File: src/rtl/fft_seq_ctrl_if.sv
// Stream handshakes plus RAM, butterfly and twiddle control between the FFT sequencer and its datapath.
// Latency: none, wiring only.
// Backpressure: valid/ready on the input stream (in_ready_o) and on the output stream (out_ready_i).
interface fft_seq_ctrl_if #(
    parameter int LOG2N = 10
);
    logic             in_valid_i;
    logic             in_ready_o;
    logic             out_ready_i;
    logic             out_valid_o;
    logic             out_last_o;
    logic             mem_rd_en_o;
    logic [LOG2N-1:0] mem_addr_a_o;
    logic [LOG2N-1:0] mem_addr_b_o;
    logic             mem_we_a_o;
    logic             mem_we_b_o;
    logic [LOG2N-1:0] mem_wr_addr_a_o;
    logic [LOG2N-1:0] mem_wr_addr_b_o;
    logic             src_sel_o;
    logic             bf_ce_o;
    logic [LOG2N-2:0] twiddle_addr_o;
    logic             conj_o;

    // Sequencer side
    modport master (
        input  in_valid_i, out_ready_i,
        output in_ready_o, out_valid_o, out_last_o,
        output mem_rd_en_o, mem_addr_a_o, mem_addr_b_o,
        output mem_we_a_o, mem_we_b_o, mem_wr_addr_a_o, mem_wr_addr_b_o,
        output src_sel_o, bf_ce_o, twiddle_addr_o, conj_o
    );

    // Datapath / stream side
    modport slave (
        output in_valid_i, out_ready_i,
        input  in_ready_o, out_valid_o, out_last_o,
        input  mem_rd_en_o, mem_addr_a_o, mem_addr_b_o,
        input  mem_we_a_o, mem_we_b_o, mem_wr_addr_a_o, mem_wr_addr_b_o,
        input  src_sel_o, bf_ce_o, twiddle_addr_o, conj_o
    );
endinterface

File: src/rtl/fft_seq_ctrl.sv
// In-place radix-2 DIT FFT sequencer: bit-reversed load, log2(n) butterfly stages, natural-order unload.
// Latency: butterfly write-back PIPE = RD_LAT + BF_LAT cycles after its read; each stage takes n/2 + PIPE cycles.
// Backpressure: in_ready_o only during LOAD; an output sample holds until out_ready_i, next read issues after acceptance.
module fft_seq_ctrl #(
    parameter int N        = 1024,
    parameter int LOG2_MIN = 3,
    parameter int RD_LAT   = 1,
    parameter int BF_LAT   = 4,
    parameter int LOG2N    = $clog2(N),
    parameter int PIPE     = RD_LAT + BF_LAT
) (
    input  logic                       clk,
    input  logic                       rst,
    input  logic                       start_i,
    input  logic                       inverse_i,
    input  logic [$clog2(LOG2N+1)-1:0] log2n_i,
    output logic                       busy_o,
    output logic                       done_o,
    output logic [$clog2(LOG2N)-1:0]   stage_o,
    fft_seq_ctrl_if.master             bus
);
    localparam int LW = $clog2(LOG2N + 1);
    localparam int SW = $clog2(LOG2N);
    localparam int TW = LOG2N - 1;
    localparam int FW = $clog2(PIPE);
    localparam int UW = (RD_LAT > 1) ? $clog2(RD_LAT) : 1;

    typedef enum logic [2:0] {
        S_IDLE,
        S_LOAD,
        S_COMPUTE,
        S_FLUSH,
        S_UNLOAD
    } state_t;

    state_t           r_state;
    logic [LW-1:0]    r_l;
    logic             r_inv;
    logic [LOG2N-1:0] r_k;
    logic [LOG2N-1:0] r_b;
    logic [SW-1:0]    r_stage;
    logic [FW-1:0]    r_fl;
    logic [LOG2N-1:0] r_j;
    logic             r_un_rd;
    logic [UW-1:0]    r_un_cnt;
    logic             r_ov;
    logic [PIPE-1:0]  r_pv;
    logic [LOG2N-1:0] r_pa [PIPE];
    logic [LOG2N-1:0] r_pb [PIPE];

    logic [LW-1:0]    w_l;
    logic [LOG2N-1:0] w_nm1;
    logic [LOG2N-1:0] w_hm1;
    logic [LOG2N-1:0] w_h;
    logic [LOG2N-1:0] w_mask;
    logic [LOG2N-1:0] w_addr_a;
    logic [LOG2N-1:0] w_addr_b;
    logic [TW-1:0]    w_pos;
    logic [TW-1:0]    w_tw;
    logic [LOG2N-1:0] w_rev_full;
    logic [LOG2N-1:0] w_load_addr;
    logic             w_issue;
    logic             w_load_acc;
    logic             w_wb;
    logic             w_j_last;
    logic             w_last_bf;
    logic             w_last_stage;

    // Clamp the requested size into the supported range before it is latched
    always_comb begin
        w_l = log2n_i;
        if (log2n_i < LW'(LOG2_MIN)) begin
            w_l = LW'(LOG2_MIN);
        end else if (log2n_i > LW'(LOG2N)) begin
            w_l = LW'(LOG2N);
        end
    end

    // n-1 and n/2-1 from the latched size; all terminal compares use these
    assign w_nm1 = {LOG2N{1'b1}} >> (LW'(LOG2N) - r_l);
    assign w_hm1 = w_nm1 >> 1;

    // Butterfly addressing: insert a zero at bit s of b for the upper leg, set it for the lower leg
    assign w_h      = LOG2N'(1) << r_stage;
    assign w_mask   = w_h - LOG2N'(1);
    assign w_addr_a = ((r_b & ~w_mask) << 1) | (r_b & w_mask);
    assign w_addr_b = w_addr_a | w_h;
    // b < n/2 <= N/2 so the in-group position always fits the twiddle width
    assign w_pos    = TW'(r_b & w_mask);
    assign w_tw     = w_pos << (SW'(TW) - r_stage);

    // Bit-reverse over the full width then shift down so only the low L bits are reversed
    always_comb begin
        w_rev_full = '0;
        for (int i = 0; i < LOG2N; i++) begin
            w_rev_full[i] = r_k[LOG2N-1-i];
        end
    end
    assign w_load_addr = w_rev_full >> (LW'(LOG2N) - r_l);

    assign w_issue      = (r_state == S_COMPUTE);
    assign w_load_acc   = (r_state == S_LOAD) && bus.in_valid_i;
    assign w_wb         = r_pv[PIPE-1];
    assign w_j_last     = (r_j == w_nm1);
    assign w_last_bf    = (r_b == w_hm1);
    assign w_last_stage = (r_stage == SW'(r_l - LW'(1)));

    // Sequencer FSM, job counters and the read-to-write-back address pipeline
    always_ff @(posedge clk) begin
        if (rst) begin
            r_state  <= S_IDLE;
            r_l      <= '0;
            r_inv    <= 1'b0;
            r_k      <= '0;
            r_b      <= '0;
            r_stage  <= '0;
            r_fl     <= '0;
            r_j      <= '0;
            r_un_rd  <= 1'b0;
            r_un_cnt <= '0;
            r_ov     <= 1'b0;
            r_pv     <= '0;
            for (int i = 0; i < PIPE; i++) begin
                r_pa[i] <= '0;
                r_pb[i] <= '0;
            end
        end else begin
            r_pv    <= {r_pv[PIPE-2:0], w_issue};
            r_pa[0] <= w_addr_a;
            r_pb[0] <= w_addr_b;
            for (int i = 1; i < PIPE; i++) begin
                r_pa[i] <= r_pa[i-1];
                r_pb[i] <= r_pb[i-1];
            end

            case (r_state)
                S_IDLE: begin
                    if (start_i) begin
                        r_l     <= w_l;
                        r_inv   <= inverse_i;
                        r_k     <= '0;
                        r_state <= S_LOAD;
                    end
                end
                S_LOAD: begin
                    if (bus.in_valid_i) begin
                        if (r_k == w_nm1) begin
                            r_b     <= '0;
                            r_stage <= '0;
                            r_state <= S_COMPUTE;
                        end else begin
                            r_k <= r_k + LOG2N'(1);
                        end
                    end
                end
                S_COMPUTE: begin
                    if (w_last_bf) begin
                        r_b     <= '0;
                        r_fl    <= '0;
                        r_state <= S_FLUSH;
                    end else begin
                        r_b <= r_b + LOG2N'(1);
                    end
                end
                S_FLUSH: begin
                    // Hold off the next stage until every write-back of this one has landed
                    if (r_fl == FW'(PIPE - 1)) begin
                        if (w_last_stage) begin
                            r_j     <= '0;
                            r_un_rd <= 1'b1;
                            r_state <= S_UNLOAD;
                        end else begin
                            r_stage <= r_stage + SW'(1);
                            r_state <= S_COMPUTE;
                        end
                    end else begin
                        r_fl <= r_fl + FW'(1);
                    end
                end
                S_UNLOAD: begin
                    if (r_un_rd) begin
                        r_un_rd <= 1'b0;
                        if (RD_LAT == 1) begin
                            r_ov <= 1'b1;
                        end else begin
                            r_un_cnt <= UW'(1);
                        end
                    end else if (!r_ov) begin
                        if (r_un_cnt == UW'(RD_LAT - 1)) begin
                            r_ov <= 1'b1;
                        end else begin
                            r_un_cnt <= r_un_cnt + UW'(1);
                        end
                    end else if (bus.out_ready_i) begin
                        r_ov <= 1'b0;
                        if (w_j_last) begin
                            r_state <= S_IDLE;
                        end else begin
                            r_j     <= r_j + LOG2N'(1);
                            r_un_rd <= 1'b1;
                        end
                    end
                end
                default: r_state <= S_IDLE;
            endcase
        end
    end

    assign bus.in_ready_o      = (r_state == S_LOAD);
    assign bus.out_valid_o     = r_ov;
    assign bus.out_last_o      = r_ov && w_j_last;
    assign bus.mem_rd_en_o     = w_issue || ((r_state == S_UNLOAD) && r_un_rd);
    assign bus.mem_addr_a_o    = w_issue ? w_addr_a :
                                 (((r_state == S_UNLOAD) && r_un_rd) ? r_j : '0);
    assign bus.mem_addr_b_o    = w_issue ? w_addr_b : '0;
    assign bus.mem_we_a_o      = w_load_acc || w_wb;
    assign bus.mem_we_b_o      = w_wb;
    assign bus.mem_wr_addr_a_o = w_wb ? r_pa[PIPE-1] : (w_load_acc ? w_load_addr : '0);
    assign bus.mem_wr_addr_b_o = w_wb ? r_pb[PIPE-1] : '0;
    assign bus.src_sel_o       = w_wb;
    assign bus.bf_ce_o         = (r_state == S_COMPUTE) || (r_state == S_FLUSH);
    assign bus.twiddle_addr_o  = w_issue ? w_tw : '0;
    assign bus.conj_o          = r_inv;
    assign busy_o              = (r_state != S_IDLE);
    assign done_o              = (r_state == S_UNLOAD) && r_ov && bus.out_ready_i && w_j_last;
    assign stage_o             = r_stage;
endmodule

File: src/flat_wrapper.sv
// flat-port wrapper written by rule: the top's interface ports become plain ports
module fft_seq_ctrl_flat 
#(
    parameter int N        = 1024,
    parameter int LOG2_MIN = 3,
    parameter int RD_LAT   = 1,
    parameter int BF_LAT   = 4,
    parameter int LOG2N    = $clog2(N),
    parameter int PIPE     = RD_LAT + BF_LAT
)
  (clk, rst, start_i, inverse_i, log2n_i, busy_o, done_o, stage_o, bus_in_valid_i, bus_out_ready_i, bus_in_ready_o, bus_out_valid_o, bus_out_last_o, bus_mem_rd_en_o, bus_mem_addr_a_o, bus_mem_addr_b_o, bus_mem_we_a_o, bus_mem_we_b_o, bus_mem_wr_addr_a_o, bus_mem_wr_addr_b_o, bus_src_sel_o, bus_bf_ce_o, bus_twiddle_addr_o, bus_conj_o);
  fft_seq_ctrl_if #(.LOG2N(LOG2N)) bus_i ();
  input  logic clk;
  input  logic rst;
  input  logic start_i;
  input  logic inverse_i;
  input  logic [$clog2(LOG2N+1)-1:0] log2n_i;
  output logic busy_o;
  output logic done_o;
  output logic [$clog2(LOG2N)-1:0] stage_o;
  input wire logic [$bits(bus_i.in_valid_i)-1:0] bus_in_valid_i;
  input wire logic [$bits(bus_i.out_ready_i)-1:0] bus_out_ready_i;
  output wire logic [$bits(bus_i.in_ready_o)-1:0] bus_in_ready_o;
  output wire logic [$bits(bus_i.out_valid_o)-1:0] bus_out_valid_o;
  output wire logic [$bits(bus_i.out_last_o)-1:0] bus_out_last_o;
  output wire logic [$bits(bus_i.mem_rd_en_o)-1:0] bus_mem_rd_en_o;
  output wire logic [$bits(bus_i.mem_addr_a_o)-1:0] bus_mem_addr_a_o;
  output wire logic [$bits(bus_i.mem_addr_b_o)-1:0] bus_mem_addr_b_o;
  output wire logic [$bits(bus_i.mem_we_a_o)-1:0] bus_mem_we_a_o;
  output wire logic [$bits(bus_i.mem_we_b_o)-1:0] bus_mem_we_b_o;
  output wire logic [$bits(bus_i.mem_wr_addr_a_o)-1:0] bus_mem_wr_addr_a_o;
  output wire logic [$bits(bus_i.mem_wr_addr_b_o)-1:0] bus_mem_wr_addr_b_o;
  output wire logic [$bits(bus_i.src_sel_o)-1:0] bus_src_sel_o;
  output wire logic [$bits(bus_i.bf_ce_o)-1:0] bus_bf_ce_o;
  output wire logic [$bits(bus_i.twiddle_addr_o)-1:0] bus_twiddle_addr_o;
  output wire logic [$bits(bus_i.conj_o)-1:0] bus_conj_o;
  assign bus_i.in_valid_i = bus_in_valid_i;
  assign bus_i.out_ready_i = bus_out_ready_i;
  assign bus_in_ready_o = bus_i.in_ready_o;
  assign bus_out_valid_o = bus_i.out_valid_o;
  assign bus_out_last_o = bus_i.out_last_o;
  assign bus_mem_rd_en_o = bus_i.mem_rd_en_o;
  assign bus_mem_addr_a_o = bus_i.mem_addr_a_o;
  assign bus_mem_addr_b_o = bus_i.mem_addr_b_o;
  assign bus_mem_we_a_o = bus_i.mem_we_a_o;
  assign bus_mem_we_b_o = bus_i.mem_we_b_o;
  assign bus_mem_wr_addr_a_o = bus_i.mem_wr_addr_a_o;
  assign bus_mem_wr_addr_b_o = bus_i.mem_wr_addr_b_o;
  assign bus_src_sel_o = bus_i.src_sel_o;
  assign bus_bf_ce_o = bus_i.bf_ce_o;
  assign bus_twiddle_addr_o = bus_i.twiddle_addr_o;
  assign bus_conj_o = bus_i.conj_o;
  fft_seq_ctrl #(.N(N), .LOG2_MIN(LOG2_MIN), .RD_LAT(RD_LAT), .BF_LAT(BF_LAT), .LOG2N(LOG2N), .PIPE(PIPE)) u_core (.clk(clk), .rst(rst), .start_i(start_i), .inverse_i(inverse_i), .log2n_i(log2n_i), .busy_o(busy_o), .done_o(done_o), .stage_o(stage_o), .bus(bus_i));
endmodule
File: config.mk
export PLATFORM = sky130hd
export DESIGN_NAME = fft_seq_ctrl_flat
export DESIGN_NICKNAME = d
export VERILOG_FILES = /design/src/rtl/fft_seq_ctrl_if.sv /design/src/rtl/fft_seq_ctrl.sv /design/src/flat_wrapper.sv
export SDC_FILE = /design/constraint.sdc
export NUM_CORES = 1
export LEC_CHECK = 0
export CORE_MARGIN = 1.5
export CORE_UTILIZATION = 40
export DETAILED_ROUTE_END_ITERATION = 10
export PLACE_DENSITY = 0.56
export SLEW_MARGIN = 25
export SYNTH_ARGS = -nofsm -noshare
export SYNTH_HDL_FRONTEND = slang
export SYNTH_SLANG_ARGS = --single-unit
File: constraint.sdc
create_clock -name clk -period 7.4 [get_ports clk]
set_input_delay 1.48 -clock clk [delete_from_list [all_inputs] [get_ports clk]]
set_output_delay 1.48 -clock clk [all_outputs]
set_load 0.1 [all_outputs]
==> results by group <==
Synth
  • Synth top area cells: dfxtp_1 41%, nor2b_1 8.1%, nor2_1 4.3%, a21oi_1 3.5%, nand2_1 3.5%
  • Most common cell in the synthesized netlist: dfxtp_1
  • Yosys warning count: 0
  • Commonest cells post-synth: 152 x dfxtp_1, 95 x nor2b_1, 85 x nor2_1, 69 x nand2_1, 58 x clkbuf_1
  • Netlist cell types: 62
  • Seq/Total Area, Yosys: 0.413
  • Syn_nets: 913
  • EDFF count, synth: 0
  • Cell area after synthesis: 7370 sq um
  • Ys flop type: dfxtp_1
  • Area leader, netlist: dfxtp_1
  • FF+latch count, synth: 152
  • Syn Area/Cell: 8.34 sq um
  • Asr flop ratio synth: 0
  • Synth Instances: 884
  • Top cell type's share of synthesized area: 0.413

GRT
  • Total track usage: 0.198
  • First-pass GRT wire length: 30.2 mm
  • Antenna violations before repair: 0
  • Vias in the first global route: 5631
  • GR Overflow Total: 0
  • Largest net degree at the start of global routing: 103

Setup path
  • Worst EP arrival: 4.79 ns
  • CP delay by family, top: buffers and inverters
  • WP data required: 5.92 ns
  • R2R Path Start: u_core.r_l[0]
  • CP bufs+invs: 2
  • Reg2reg path depth: 10
  • CP Class: reg2out
  • Most used cell, CP: ha_1
  • Critical path startpoint: u_core.r_l[0]
  • Setup crit end kind: output port
  • Highest cell delay on the worst timing path: 1.12 ns
  • Stages on worst setup path: 11
  • CP max FO: 32
  • Crit path launch type: flip-flop
  • Slowest stage cell, crit path: clkdlybuf4s50_1
  • Crit path cell chain: ha_1 -> inv_1 -> ha_1 -> nor2b_1 -> xnor2_1 -> o22ai_1 -> a32oi_1 -> nor2_1 -> and2_1 -> and3_1 -> clkdlybuf4s50_1

Timing
  • Fmax: 0.159 GHz
  • Hold Vio Cnt, Final: 0
  • Fin crit period: 6.27 ns
  • Final Max Tran Viols: 0
  • WHS: 0.432 ns
  • Clk_skew: 0.00883 ns
  • Final setup viols: 0
  • Relative slew slack: 0.259
  • Unrepaired setup endpoints after global routing: no
  • Setup TNS: 0 ns
  • Period utilization: 0.848
  • Worst Tran Pin Value: 1.10 ns

Die
  • Initial Util: 0.409
  • Core region area: 18000 sq um
  • Die Y: 139 microns
  • Die width: 139 microns
  • DIE AREA: 19200 sq um
  • Rows: 49
  • I/O pin total: 74

Pwr
  • Gate power share: 0.247
  • Clock network power share: 0.370
  • P_sw: 0.840 mW
  • Sequential share of power: 0.383
  • Int Pwr: 1.47 mW
  • Max VDD drop: 0.000209 V
  • PD cells: 264 nW/um^2
  • LEAKAGE: 3.15 nW
  • Net Sw Frac: 0.363

Clock tree
  • CTS tree: yes
  • TritonCTS sink count: 152
  • Hold Buf Count CTS: 0
  • Max Root-Sink Buffers: 2
  • H-tree depth: 4
  • Post-CTS setup repair buffer count: 0
  • Num CTS Buffers: 17
  • CTS root buffer: clkbuf_16
  • Post-CTS resize count: 0
  • Clock-pin transition on the worst setup and hold timing paths: 0.07 ns
  • Worst-skew pair later-pin latency: 0.42 ns

Finish
  • Finished Cell Area: 8770 sq um
  • Area grow syn2layout: 19.0%
  • Ant. Diodes: 0
  • Area of the multi-input gates: 3980 sq um
  • Final non-filler cell total: 1160
  • Share of layout cells above drive strength 1: 0.0634
  • Sequential cell area: 3040 sq um
  • NumNets Final: 947
  • FILL cells: 1772

Routing
  • Routed vias/inst: 5.19
  • Via count: 6025
  • Drt pass-1 iters: 5
  • Routed WL: 18.8 mm
  • Starting DRT DRC Count: 513
  • Detail Route Antenna Nets: 0
  • Avg WL per Cell: 16.2 microns
  • DRC: 0

Min path
  • Hold depth: 1
  • Hold Path Origin: u_core.r_pb[0][37]
  • Min-Delay Path Class: reg2reg

Placement
  • Routability cong.: 0.873
  • Placed cells: 1128
  • PortBufs: 73
  • Post-DP Area: 8170 sq um
  • Dpl hpwl: 13.1 mm

Outcome
  • Outcome: finished, final reports clean

Run
  • Maxcap violations: 0
-- cells by family after synthesis --
group           after synthesis  share of synthesized area
fa+ha+maj                    19                     0.0323
simple gates                387                      0.276
mux                          20                     0.0316
compound gates              179                      0.155
xor+xnor                     37                     0.0450
flops                       152                      0.413
buf+inv                      90                     0.0477
-- placed cells by master, fill, tap and decap left out, drive strengths merged, types with 10 or more instances in the layout --
cell type / n
a211oi: 10
a21oi: 53
a31oi: 11
and2: 17
and3: 10
clkbuf: 17
clkdlybuf4s50: 71
dfxtp: 152
ha: 19
inv: 33
mux2i: 12
nand2: 69
nand2b: 21
nand3: 23
nor2: 86
nor2b: 95
nor3: 18
o211ai: 10
o21ai: 43
xnor2: 29
-- worst paths after layout --
path                        end  slack, ns
max                      done_o       1.13
min          u_core.r_pb[0][47]       0.43
max reg2reg   u_core.r_state[0]       2.51
min reg2reg  u_core.r_pb[0][47]       0.43
-- final cells by class --
cell class,count,share of cell area
multi-input cells,642,0.453
flip-flops and latches,152,0.347
repair buffers,79,0.0878
clock buffers,17,0.0485
well taps,229,0.0327
clock inverters,15,0.0200
inverters,26,0.0111
-- sequential cells by signal (all words and copies together) (netlist names) --
register,count
u_core.r_j,10
u_core.r_l,4
u_core.bus.out_valid_o,1
u_core.bus.conj_o,1
u_core.r_un_rd,1
u_core.stage_o,4
u_core.r_k,10
u_core.r_pv,5
u_core.r_fl,3
u_core.r_pb,50
u_core.r_pa,50
u_core.r_state,3
u_core.r_b,10
-- power groups by stage --
stage	clock network, mW	logic, mW	registers (mW)
after floorplan	0	0.458	0.879
after global placement	0	0.569	0.904
after detailed placement	0	0.569	0.905
after CTS	0.879	0.571	0.885
after global routing	0.917	0.621	0.891
final	0.856	0.571	0.886
-- metrics by stage --
stage           util  setup slack, ns  power (mW)
5_1_grt        0.487            0.793        2.43
6_report       0.487             1.13        2.31
2_1_floorplan      -           0.0171        1.34
4_1_cts        0.487             1.11        2.34
3_3_place_gp   0.453             1.70        1.47
3_5_place_dp   0.453             1.58        1.47
-- layer usage --
| metal | global-route usage | share of wire |
|---|---|---|
| met5 | 0 | 0 |
| met4 | 0.0746 | 0.027 |
| met3 | 0.0418 | 0.039 |
| met2 | 0.305 | 0.44 |
| met1 | 0.273 | 0.49 |
No activity file was read; power rests on OpenSTA's default activity.
